**src/rtl/fifo_pkg.sv**
```systemverilog
// Shared async-FIFO definitions: widths, requester ids and Gray-pointer helpers
// used by both the write-side arbiter and the read-side logic.
package fifo_pkg;

  localparam int FIFO_DATA_W = 8;
  localparam int FIFO_ADDR_W = 4;
  localparam int PTR_W       = FIFO_ADDR_W + 1;

  typedef enum logic {
    REQ_0 = 1'b0,
    REQ_1 = 1'b1
  } req_id_e;

  function automatic logic [PTR_W-1:0] bin2gray(input logic [PTR_W-1:0] bin);
    return bin ^ {1'b0, bin[PTR_W-1:1]};
  endfunction

  // Full when the pointers differ by exactly one lap: top two Gray bits inverted, rest equal.
  function automatic logic ptr_full(input logic [PTR_W-1:0] wgray,
                                    input logic [PTR_W-1:0] rgray);
    return wgray == {~rgray[PTR_W-1:PTR_W-2], rgray[PTR_W-3:0]};
  endfunction

endpackage

```
**src/rtl/ptr_sync_2ff.sv**
```systemverilog
// Two-flop synchroniser for Gray-coded pointers crossing into the g_clk domain.
module ptr_sync_2ff #(
  parameter int WIDTH = 5
) (
  input  logic             g_clk,
  input  logic             w_rst,
  input  logic [WIDTH-1:0] d,
  output logic [WIDTH-1:0] q
);

  logic [WIDTH-1:0] meta_r;
  logic [WIDTH-1:0] q_r;

  // Metastability settling stage followed by the stable output stage.
  always_ff @(posedge g_clk or negedge w_rst) begin
    if (!w_rst) begin
      meta_r <= {WIDTH{1'b0}};
      q_r    <= {WIDTH{1'b0}};
    end else begin
      meta_r <= d;
      q_r    <= meta_r;
    end
  end

  assign q = q_r;

endmodule

```
**src/rtl/fifo_wr_arbiter.sv**
```systemverilog
// Write-side controller of the async FIFO: round-robin share of the RAM write
// port between two producers, write pointer ownership and the registered full flag.
module fifo_wr_arbiter
  import fifo_pkg::*;
#(
  parameter int DATA_WIDTH = FIFO_DATA_W,
  parameter int ADDR_WIDTH = FIFO_ADDR_W
) (
  input  logic                  g_clk,
  input  logic                  w_rst,
  input  logic                  req0,
  input  logic                  req1,
  input  logic [DATA_WIDTH-1:0] data0,
  input  logic [DATA_WIDTH-1:0] data1,
  output logic                  gnt0,
  output logic                  gnt1,
  input  logic [ADDR_WIDTH:0]   rptr_gray,
  output logic                  wclken,
  output logic [ADDR_WIDTH-1:0] waddr,
  output logic [DATA_WIDTH-1:0] wrdata,
  output logic [ADDR_WIDTH:0]   wptr_gray,
  output logic                  wfull
);

  logic [PTR_W-1:0]      wbin_r;
  logic [PTR_W-1:0]      wgray_r;
  logic [PTR_W-1:0]      wbin_next_s;
  logic [PTR_W-1:0]      rq2_s;
  req_id_e               last_r;
  logic                  wfull_r;
  logic                  wclken_r;
  logic [ADDR_WIDTH-1:0] waddr_r;
  logic [DATA_WIDTH-1:0] wrdata_r;
  logic                  elig0_s;
  logic                  elig1_s;
  logic                  accept_s;

  ptr_sync_2ff #(.WIDTH(PTR_W)) u_rptr_sync (
    .g_clk (g_clk),
    .w_rst (w_rst),
    .d     (rptr_gray),
    .q     (rq2_s)
  );

  // Grants depend only on registered state and the live requests; reset masks them.
  always_comb begin
    elig0_s = req0 & ~wfull_r;
    elig1_s = req1 & ~wfull_r;
    gnt0    = 1'b0;
    gnt1    = 1'b0;
    if (!w_rst) begin
      gnt0 = 1'b0;
      gnt1 = 1'b0;
    end else if (elig0_s && elig1_s) begin
      gnt0 = (last_r == REQ_1);
      gnt1 = (last_r == REQ_0);
    end else begin
      gnt0 = elig0_s;
      gnt1 = elig1_s;
    end
    accept_s    = gnt0 | gnt1;
    wbin_next_s = wbin_r + {{(PTR_W-1){1'b0}}, accept_s};
  end

  // Pointer, full flag and RAM write-port registers; full is re-evaluated every edge.
  always_ff @(posedge g_clk or negedge w_rst) begin
    if (!w_rst) begin
      wbin_r   <= {PTR_W{1'b0}};
      wgray_r  <= {PTR_W{1'b0}};
      wfull_r  <= 1'b0;
      wclken_r <= 1'b0;
      waddr_r  <= {ADDR_WIDTH{1'b0}};
      wrdata_r <= {DATA_WIDTH{1'b0}};
      last_r   <= REQ_1;
    end else begin
      wbin_r   <= wbin_next_s;
      wgray_r  <= bin2gray(wbin_next_s);
      wfull_r  <= ptr_full(bin2gray(wbin_next_s), rq2_s);
      wclken_r <= accept_s;
      if (accept_s) begin
        waddr_r  <= wbin_r[ADDR_WIDTH-1:0];
        wrdata_r <= gnt1 ? data1 : data0;
        last_r   <= gnt1 ? REQ_1 : REQ_0;
      end else begin
        waddr_r  <= waddr_r;
        wrdata_r <= wrdata_r;
        last_r   <= last_r;
      end
    end
  end

  assign wclken    = wclken_r;
  assign waddr     = waddr_r;
  assign wrdata    = wrdata_r;
  assign wptr_gray = wgray_r;
  assign wfull     = wfull_r;

endmodule

```
**config.mk**
```make
export PLATFORM = sky130hd
export DESIGN_NAME = fifo_wr_arbiter
export DESIGN_NICKNAME = d
export VERILOG_FILES = /design/src/rtl/fifo_pkg.sv /design/src/rtl/ptr_sync_2ff.sv /design/src/rtl/fifo_wr_arbiter.sv
export SDC_FILE = /design/constraint.sdc
export NUM_CORES = 1
export LEC_CHECK = 0
export CAP_MARGIN = 20
export CORE_UTILIZATION = 48
export CTS_CLUSTER_SIZE = 12
export DETAILED_ROUTE_END_ITERATION = 8
export GPL_TIMING_DRIVEN = 0
export PLACE_DENSITY = 0.88
export SLEW_MARGIN = 20
export SYNTH_ARGS = -nofsm -noshare
export SYNTH_HDL_FRONTEND = slang
export SYNTH_SLANG_ARGS = --single-unit
```
**constraint.sdc**
```tcl
create_clock -name g_clk -period 7.57 [get_ports g_clk]
set_input_delay 1.514 -clock g_clk [delete_from_list [all_inputs] [get_ports g_clk]]
set_output_delay 1.514 -clock g_clk [all_outputs]
set_load 0.01 [all_outputs]
```
Word-level counts from Yosys, hierarchy flattened
Cells that the tools add are included.

Div/mod/pow operators: 0. Reduce and logical (&&, ||, !) cells: 1. Shift-type cells: 0. Add/sub/neg operators: 1. $mul: 0. Bitwise gates (word level): 7. Equal/unequal tests: 1. $lt $le $gt $ge: 0. Mux-type cells: 6.

Operator list (number): 2-to-1 mux 8 bit (1); adder 5 x 1 -> 5 bit (1); equality test 5 bit (1); 2-to-1 mux 1 bit (5); XOR 5 x 4 -> 5 bit (1); bitwise AND 1 bit (2); NOT 1 bit (2); NOT 2 bit (1); logical AND 1 bit (1); bitwise OR 1 bit (1).

Memory bits (read-only): 0. Bits in writable memories: 0. Bits in registers: 35. Memories: 0. Output and inout bits: 21. Bits of input ports: 25. Latch bits: 0. Logic and storage cells: 25.

Depth between registers and ports, before layout
Depth after elaboration: 9. Gate-level depth with buffers: 10.

Cells and area by module
A second synthesis with hierarchy kept.

Cells, all modules: 109. Area, all modules: 1411.4 sq um.

Modules (own cells, without submodules): fifo_wr_arbiter (instances 1, area an instance 1161.1 sq um, seq. area each 601.8 sq um, cells an instance 99); ptr_sync_2ff (instances 1, area an instance 250.2 sq um, seq. area each 250.2 sq um, cells an instance 10).

Worst setup path before layout
Ideal clock, no wire load.

Path type: input-to-output. From: input port w_rst. To: output port gnt1. Stages: 4. Path slack: 3.922 ns. Required time: 6.056 ns. Data arrival time: 2.134 ns. Cell sequence: nor2b_1 > nand3_1 > buf_2 > inv_1.

Cells in the longest elaborated chain, start to end: 1.

RTL lines: start: declaration (RTL line fifo_wr_arbiter.sv:10) `input logic w_rst,`; 2-to-1 mux 1 bit (RTL line fifo_wr_arbiter.sv:51) `if (!w_rst) begin`; end: declaration (RTL line fifo_wr_arbiter.sv:16) `output logic gnt1,`.

No other way between the ends.

Worst setup path after layout
Ends and elaborated chain as after synthesis.

==> flow_metrics.py <==
metrics = {
    "timing": {
        "hold_slack_ps": 354,
        "drv_slew": 0,
        "finalHoldViolations": 0,
        "fin_worst_skew_ps": 6.80,
        "rsz0062_at_grt": "no",
        "max_slew_margin": 0.528,
        "max_freq_ghz": 0.205,
        "tightest_slew_ps": 708,
        "setup_violations": 0,
        "fin_crit_sh": 0.644,
        "setup-tns-final_ps": 0,
        "finalCriticalPeriod_ps": 4870,
    },
    "routing": {
        "dr.pass1.iters": 4,
        "drt_wl_total_um": 2460,
        "drc_errors": 0,
        "routed_via_density": 5.15,
        "vias": 988,
        "ant_nets": 0,
        "drtIter0Drc": 42,
        "wire_per_inst_um": 12.8,
    },
    "setup_path": {
        "worst_ep_required_time_ps": 6060,
        "crit_arrival_ps": 3360,
        "end_kind": "output port",
        "cp-start-kind": "input pin",
        "critPathKind": "in2out",
        "crit_fanout": 35,
    },
    "outcome": {
        "status": "finished, final reports clean",
    },
    "synthesis": {
        "synth.net_count": 136,
        "synthCells": 109,
        "avgSynthCellArea_um2": 12.9,
        "synth_seq_area_share": 0.604,
        "syn_area_um2": 1410,
        "synth_top_cell_area_share": 0.585,
        "ys_seq_elements": 34,
        "ys_warn_count": 0,
        "synth_cell_types": 29,
        "yosysTopAreaCell": "dfrtp_1",
        "synthTopCellsByArea": "dfrtp_1, xor2_1, mux2i_1",
    },
    "power_and_ir_drop": {
        "ir_drop_mv": 0.259,
        "leakage_nw": 0.916,
        "power_mw": 0.655,
        "power_density_nw_per_um2": 338,
    },
    "final_layout": {
        "drive_gt1_frac": 0.118,
        "fin_cells": 192,
        "nets": 188,
        "areaGrowthSynthToFinish_pct": 37.5,
        "diodes": 0,
        "utilization": 0.698,
        "n_fill_cell": 214,
    },
    "die": {
        "die_area_um2": 3160,
        "core_area_um2": 2780,
        "rows": 19,
        "initial_core_util": 0.507,
        "ios": 46,
        "die_w_um": 56.2,
        "die_h_um": 56.2,
    },
    "clocking": {
        "cts-htree-levels": 2,
        "root_buffer": "clkbuf_4",
        "cts_tree": "done",
        "cts-resized-gates": 0,
        "numClockSinks": 34,
        "hold_buffers": 0,
        "clk_path_buf_depth": 2,
        "cts-buffers-inserted": 5,
        "clk_pin_slew_ps": 80,
        "cts_setup_buffers": 0,
        "clk_latency_ps": 320,
    },
    "placement": {
        "place_inst": 185,
        "port_buffers": 45,
        "gp_congestion": 0.699,
        "dp_hpwl_um": 1920,
    },
    "grt": {
        "grt_pass1_wl_um": 4360,
        "grt_pass1_vias": 1043,
        "grt_usage": 0.185,
        "antenna_found_initial": 0,
        "grt_max_degree": 36,
        "grt_overflow": 0,
    },
    "worst_hold_path": {
        "hp-class": "reg2reg",
    },
    "flow_run": {
        "drv_cap": 0,
    },
}
[stage by stage]
step           setup WS, ps  instance area [um^2]
6_report               2700                  1940
5_1_grt                2490                  1940
4_1_cts                2640                  1940
3_5_place_dp           2640                  1900
3_3_place_gp           1760                  1900
2_1_floorplan          3920                  1410
[cells in the final DEF, fill, tap and decap left out, types with 3 or more instances in the layout]
master / n
xor2_1: 10
mux2_2: 4
clkbuf_1: 3
clkdlybuf4s50_1: 44
buf_2: 4
inv_1: 3
clkbuf_4: 5
o21ai_0: 10
mux2i_1: 8
nand2_1: 10
dfrtp_1: 33
[worst paths after layout]
kind | endpoint | cells after the start | from | slack [ps]
min in group asynchronous | wbin_r[4] | 1 | w_rst | 1240
max in group asynchronous | wrdata[3] | 1 | w_rst | 5880
min reg2reg | u_rptr_sync.q[3] | 0 | u_rptr_sync.meta_r[3] | 350
max reg2reg | wfull | 10 | wfull | 4730
max | gnt1 | 6 | w_rst | 2700
min | u_rptr_sync.q[3] | 0 | u_rptr_sync.meta_r[3] | 350
[report_power, final]
group	total [mW]	leakage [nW]	switching (mW)	internal, mW
combinational	0.297	0.486	0.127	0.171
sequential	0.271	0.405	0.0312	0.240
clock	0.0867	0.0254	0.0518	0.0350
total	0.655	0.916	0.210	0.446
[cells in the mapped netlist, drive strengths merged]
cell and n:
a21boi 2, a21oi 3, a31oi 1, and3 2, and4b 1, buf 5
clkbuf 1, dfrtp 33, dfstp 1, ha 2, inv 3, mux2 4
mux2i 8, nand2 10, nand3 2, nor2 2, nor2b 1, nor3 1
o211ai 1, o21a 1, o21ai 10, or3 1, xnor2 2, xnor3 1
xor2 10, xor3 1
[registers in the layout, summed over array words and instances (netlist names)]
| name | flops |
|---|---|
| u_rptr_sync.q | 5 |
| wptr_gray | 4 |
| wfull | 1 |
| wbin_r | 5 |
| waddr | 4 |
| last_r | 1 |
| wclken | 1 |
| wrdata | 8 |
| u_rptr_sync.meta_r | 5 |
[kinds of logic after synthesis]
group                    share of synthesized area
AND/OR/NAND/NOR                             0.0674
multiplexers                                0.0887
buffers and inverters                       0.0372
AO/OA/AOI/OAI                               0.0745
adder cells (fa/ha/maj)                     0.0177
XOR/XNOR                                     0.111
flip-flops                                   0.604
[metal layers]
layer	global-route usage	up-vias	part of all wire
met3	0.0488	7	0.046
met1	0.207	485	0.40
met5	0	-	0
li1	-	469	-
met4	0.105	0	0.028
met2	0.318	27	0.52
[critical path, cell delays in order]
cell and delay, ps:
buf_2 550, nor2b_1 360, nand3_1 110, buf_2 220, inv_1 70, clkdlybuf4s50_1 530
[area by class of cell]
class	instances	area, um^2	share of cell area
flip-flops and latches	34	852	0.439
plain buffers	6	41.3	0.0213
well taps	31	38.8	0.0200
repair buffers	45	445	0.230
inverters	3	11.3	0.00580
clock buffers	7	45.0	0.0232
multi-input cells	66	507	0.261
(Power assumes the default switching activity.)
==> edit 1, RTL diff (same settings) <==
Change the package constant `FIFO_ADDR_W` from 4 to 3.
--- a/src/rtl/fifo_pkg.sv
+++ b/src/rtl/fifo_pkg.sv
@@ -3,7 +3,7 @@
 package fifo_pkg;
 
   localparam int FIFO_DATA_W = 8;
-  localparam int FIFO_ADDR_W = 4;
+  localparam int FIFO_ADDR_W = 3;
   localparam int PTR_W       = FIFO_ADDR_W + 1;
 
   typedef enum logic {
Interface: changed (resized rptr_gray, waddr and wptr_gray); port bits go from 46 to 43. The function was not compared with the original's and may differ.
==> edit 1 against the original RTL <==
  * Worst setup slack got worse by 0.083 ns
  * Total power shrank 0.49%
  * Highest routed layer unchanged
  * Cell count decreased by 6.8%
  * Wire length grew 13%
  * Count of clock-buffer cells in the layout shrank 1
  * Sequential cell count is 5 lower
  * Largest cell class unchanged
  * Area after synthesis decreased by 11%
  * Cell area fell by 9.6%
==> edit 1: results (changes against the original RTL) <==
status=completed; maximum buffer depth of the clock tree=2 (unchanged); most frequent cells after synthesis=dfrtp_1 (28), a21oi_1 (9), a31oi_1 (9), nand3b_1 (9), o21ai_0 (8); Clock Skew=0.00713 ns (+0.000327 ns); total setup buffers inserted after CTS=0 (unchanged); CTS Buf Count=5 (unchanged); drt first-iter violations=18 (-57%); Pleak=0.000734 uW (-20%); count of nets after finishing=174 (-7.4%); slowest CP cell=clkdlybuf4s50_1; Tot GR Track Use=0.229 (+0.0436); Root Buffer=clkbuf_4; CP Data Arrival Time=3.44 ns (+0.08 ns); synth top area cells=dfrtp_1 (56%), xor3_1 (5.7%), nand3b_1 (5.4%); post-cts resize count=0 (unchanged); largest net degree at the start of global routing=33 (-8.3%); global-route wire length before repair=4330 um (-0.62%); Peak VDD IR=264 uV (+1.9%); ys async rst share=1.00 (unchanged); R2R Setup Slk=5.07 ns (+0.34 ns); layout cells sized above 1=0.114 (-0.00392); register area share after synthesis=0.582 (-0.0221); Worst-path clk slew=0.08 ns (about the same); dpl cell area=0.00170 mm^2 (-10%); DP HPWL=1960 um (+2.1%); register share of total power=0.386 (-0.028); vias in the first global route=978 (-6.2%); clock share of power=0.137 (+0.005); syn_nets=125 (-8.1%); Worst-Skew Late Latency=0.32 ns (about the same); Critical Path Fanout Max=32 (-8.6%); H-tree Lvls=2 (unchanged); Worst-Margin Slew=0.644 ns (-0.0642 ns); ys flop type=dfrtp_1; initial antenna violation count=0 (unchanged); number of distinct library cells after synthesis=27 (-6.9%); Syn. warnings=0 (unchanged); slowest cell delay on critical path=0.56 ns; RePlAce Congestion=0.742 (+6.1%); Hold Path Class=reg -> reg; Internal Power=429 uW (-3.7%); IO buf count=42 (-6.7%); maxcap violations=0 (unchanged); Hold WS=0.354 ns (+0.000571 ns); via count=972 (-1.6%); TritonRoute pass-1 iters=4 (unchanged); wire per inst=15.5 um (+21%); ant diodes=0 (unchanged); max FFs per register=8 (unchanged)
## edit 1: cell families after synthesis
group	synth area share
AND/OR/NAND/NOR	0.105
flip-flops	0.582
AO/OA/AOI/OAI	0.129
adder cells (fa/ha/maj)	0.0200
XOR/XNOR	0.106
multiplexers	0.0270
buffers and inverters	0.0310
## edit 1: path summary, 6_finish.rpt
kind / from / end / cells past startpoint
min in group asynchronous: w_rst / wptr_gray[2] / 1
min reg2reg: u_rptr_sync.meta_r[2] / u_rptr_sync.q[2] / 0
min: u_rptr_sync.meta_r[2] / u_rptr_sync.q[2] / 0
max reg2reg: wfull / wfull / 8
max: w_rst / gnt0 / 6
max in group asynchronous: w_rst / u_rptr_sync.q[1] / 1
## edit 1: metrics by stage
step / power, uW / cells / util / worst slack, ns
after floorplan: 424 / 99 / - / 3.84
after global placement: 549 / 171 / 0.689 / 1.77
after detailed placement: 567 / 171 / 0.687 / 2.60
after CTS: 657 / 179 / 0.708 / 2.59
after global routing: 695 / 179 / 0.708 / 2.39
final: 652 / 179 / 0.708 / 2.61
## edit 1: per-layer routing
metal	GRT usage	part of all wire	up-vias
met5	0	0	-
met4	0.154	0.030	0
met3	0.0661	0.035	7
met2	0.367	0.52	25
met1	0.262	0.41	486
li1	-	-	454
## edit 1: cell type report
cell class              count  area (um^2)
plain buffers               6         35.0
clock inverters             2         10.0
inverters                   1         3.75
flip-flops and latches     29          727
clock buffers               6         41.3
multi-input cells          63          484
repair buffers             42          415
fillers                   197          723
well taps                  30         37.5
## edit 1: critical path, delay by kind of cell
kind | cells | cell delay (ns)
compound gates | 1 | 0.12
buf+inv | 3 | 1.45
simple gates | 2 | 0.34
==> edit 2, RTL diff (same settings) <==
Made on the original files. Make the reset (`w_rst`) synchronous in 2 clocked blocks. Comments in the files are not updated.
--- a/src/rtl/ptr_sync_2ff.sv
+++ b/src/rtl/ptr_sync_2ff.sv
@@ -12,7 +12,7 @@
   logic [WIDTH-1:0] q_r;
 
   // Metastability settling stage followed by the stable output stage.
-  always_ff @(posedge g_clk or negedge w_rst) begin
+  always_ff @(posedge g_clk) begin
     if (!w_rst) begin
       meta_r <= {WIDTH{1'b0}};
       q_r    <= {WIDTH{1'b0}};
--- a/src/rtl/fifo_wr_arbiter.sv
+++ b/src/rtl/fifo_wr_arbiter.sv
@@ -63,7 +63,7 @@
   end
 
   // Pointer, full flag and RAM write-port registers; full is re-evaluated every edge.
-  always_ff @(posedge g_clk or negedge w_rst) begin
+  always_ff @(posedge g_clk) begin
     if (!w_rst) begin
       wbin_r   <= {PTR_W{1'b0}};
       wgray_r  <= {PTR_W{1'b0}};
Function: differs if w_rst is asserted again (counterexample within 4 cycles, from zero or initial values and one cycle with w_rst low); with w_rst held inactive, the same outputs for 10 cycles.
==> edit 2 against the original RTL <==
  * Die area down 4.1%
  * Sequential cell count unchanged
  * Wire length is 16% higher
  * Worst setup slack worse by 0.29 ns
  * Clock skew is 0.0010 ns lower
  * Cell area shrank 2.8%
  * Area after synthesis is 4.3% lower
  * Count of clock-buffer cells in the layout down 2
  * Critical endpoint unchanged
Power is not compared: it rests on default switching activity, and its combinational part moved more than twofold at a synthesized area within 25%.
==> edit 2: results (changes against the original RTL) <==
adder-cell share of the synthesized area=0.0185 (+0.000788); Pleak=0.000763 uW; ys flop type=dfxtp_1; syn_nets=167 (+23%); slowest CP cell=clkdlybuf4s50_1; ant diodes=0 (unchanged); Synth Area in Compound Gates=0.0944 (+0.0200); slowest cell delay on critical path=0.58 ns (+0.03 ns); drt first-iter violations=13 (-69%); vias per cell=4.95 (-3.7%); synth top area cells=dfxtp_1 (50%), and2_1 (8.3%), nand2_1 (5.3%); CP delay by family, top=buffers and inverters; DP HPWL=2170 um (+13%); TritonRoute pass-1 iters=4 (unchanged); Syn. warnings=0 (unchanged); largest family of logic cells by synthesized area=simple AND/OR/NAND/NOR gates; layout cells sized above 1=0.0625 (-0.0555); post-cts resize count=0 (unchanged); minimum clock period=5.16 ns (+0.286 ns); register area share after synthesis=0.504 (-0.100); largest net degree at the start of global routing=11 (-69%); global-route wire length before repair=4430 um (+1.6%); xor/xnor share of the synthesized area=0.101 (-0.00989); initial antenna violation count=0 (unchanged); Tot GR Track Use=0.214 (+0.0291); vias in the first global route=1062 (+1.8%); ys async rst share=0 (-1.00); Worst R2R Start=wfull; wire length on met2=1420 um (+11%); Critical Path Start=w_rst; total setup buffers inserted after CTS=0 (unchanged); CTS Buf Count=5 (unchanged); CP Data Arrival Time=3.65 ns (+0.29 ns); most frequent cells after synthesis=dfxtp_1 (34), nand2_1 (19), and2_1 (18), a31oi_1 (9), o21ai_0 (9); Root Buffer=clkbuf_4; Hold Path Class=reg -> reg; met3 routed wirelength=99 um (-13%); Worst-Skew Late Latency=0.32 ns (about the same); reg2reg end=wfull; Worst-Margin Slew=0.456 ns (-0.252 ns); R2R Setup Slk=5.02 ns (+0.29 ns); Cell Count, Final, Fillers Out=222 (+16%); Critical Path Fanout Max=10 (-71%); RePlAce Congestion=0.830 (+19%); DP Worst Slack=2.47 ns (-0.172 ns); post-synthesis mux area share=0.0296 (-0.0590); Clock Skew=0.00579 ns (-0.00101 ns); Fillers=207 (-3.3%); Syn Inst Count=140 (+28%); final wirelength=2850 um (+16%); status=completed; number of distinct library cells after synthesis=28 (-3.4%); M1 WL=1280 um (+29%)
-- edit 2: changes by cell type in the layout (fill, tap and decap cells not counted), moves of 3 or more --
cell     change
dfxtp_1     +34
dfrtp_1     -33
and2_1      +18
nand2_1      +9
a31oi_1      +8
nor2b_1      +5
mux2_2       -4
mux2i_1      -4
buf_2        -3
xor2_1       -3
-- edit 2: logic make-up (layout without fill, tap and decap cells) --
family | after synthesis | in the layout
xor+xnor | 13 | 13
compound gates | 22 | 22
mux | 4 | 4
simple gates | 55 | 55
buf+inv | 10 | 62
fa+ha+maj | 2 | 2
flops | 34 | 34
-- edit 2: how the worst min path moves through the flow --
| stage | endpoint | slack, ns | depth (start not counted) | start |
|---|---|---|---|---|
| 4_1_cts | u_rptr_sync.q[3] | 0.45 | 1 | u_rptr_sync.meta_r[3] |
| 3_3_place_gp | u_rptr_sync.q[0] | 0.41 | 1 | u_rptr_sync.meta_r[0] |
| 2_1_floorplan | u_rptr_sync.q[0] | 0.41 | 1 | u_rptr_sync.meta_r[0] |
| 5_1_grt | u_rptr_sync.q[0] | 0.46 | 1 | u_rptr_sync.meta_r[0] |
| 3_5_place_dp | u_rptr_sync.q[0] | 0.42 | 1 | u_rptr_sync.meta_r[0] |
| 6_report | u_rptr_sync.q[3] | 0.44 | 1 | u_rptr_sync.meta_r[3] |
-- edit 2: power by group --
group	leakage [uW]	internal (uW)	switching [uW]	total [uW]
clock network	0.0000308	33.4	57.9	91.3
logic	0.000453	32.9	23.3	56.2
registers	0.000279	188	4.15	193
-- edit 2: area by class of cell --
type                            instances  area share
Sequential cell                        34       0.361
Multi-Input combinational cell         96       0.333
Timing Repair Buffer                   45       0.239
Clock buffer                            5      0.0199
Tap cell                               30      0.0199
Buffer                                  6      0.0146
Inverter                                4     0.00796
Clock inverter                          2     0.00531
-- edit 2: metal layers --
| metal | global-route usage | vias up |
|---|---|---|
| li1 | - | 565 |
| met1 | 0.245 | 506 |
| met2 | 0.355 | 23 |
| met3 | 0.0574 | 6 |
| met4 | 0.125 | 0 |
| met5 | 0 | - |
-- edit 2: per-stage QoR --
step | hold slack (ns) | area [um^2] | total power, uW
2_1_floorplan | 0.412 | 1350 | 222
3_3_place_gp | 0.415 | 1840 | 251
3_5_place_dp | 0.425 | 1840 | 253
4_1_cts | 0.447 | 1890 | 342
5_1_grt | 0.457 | 1890 | 358
6_report | 0.443 | 1890 | 340
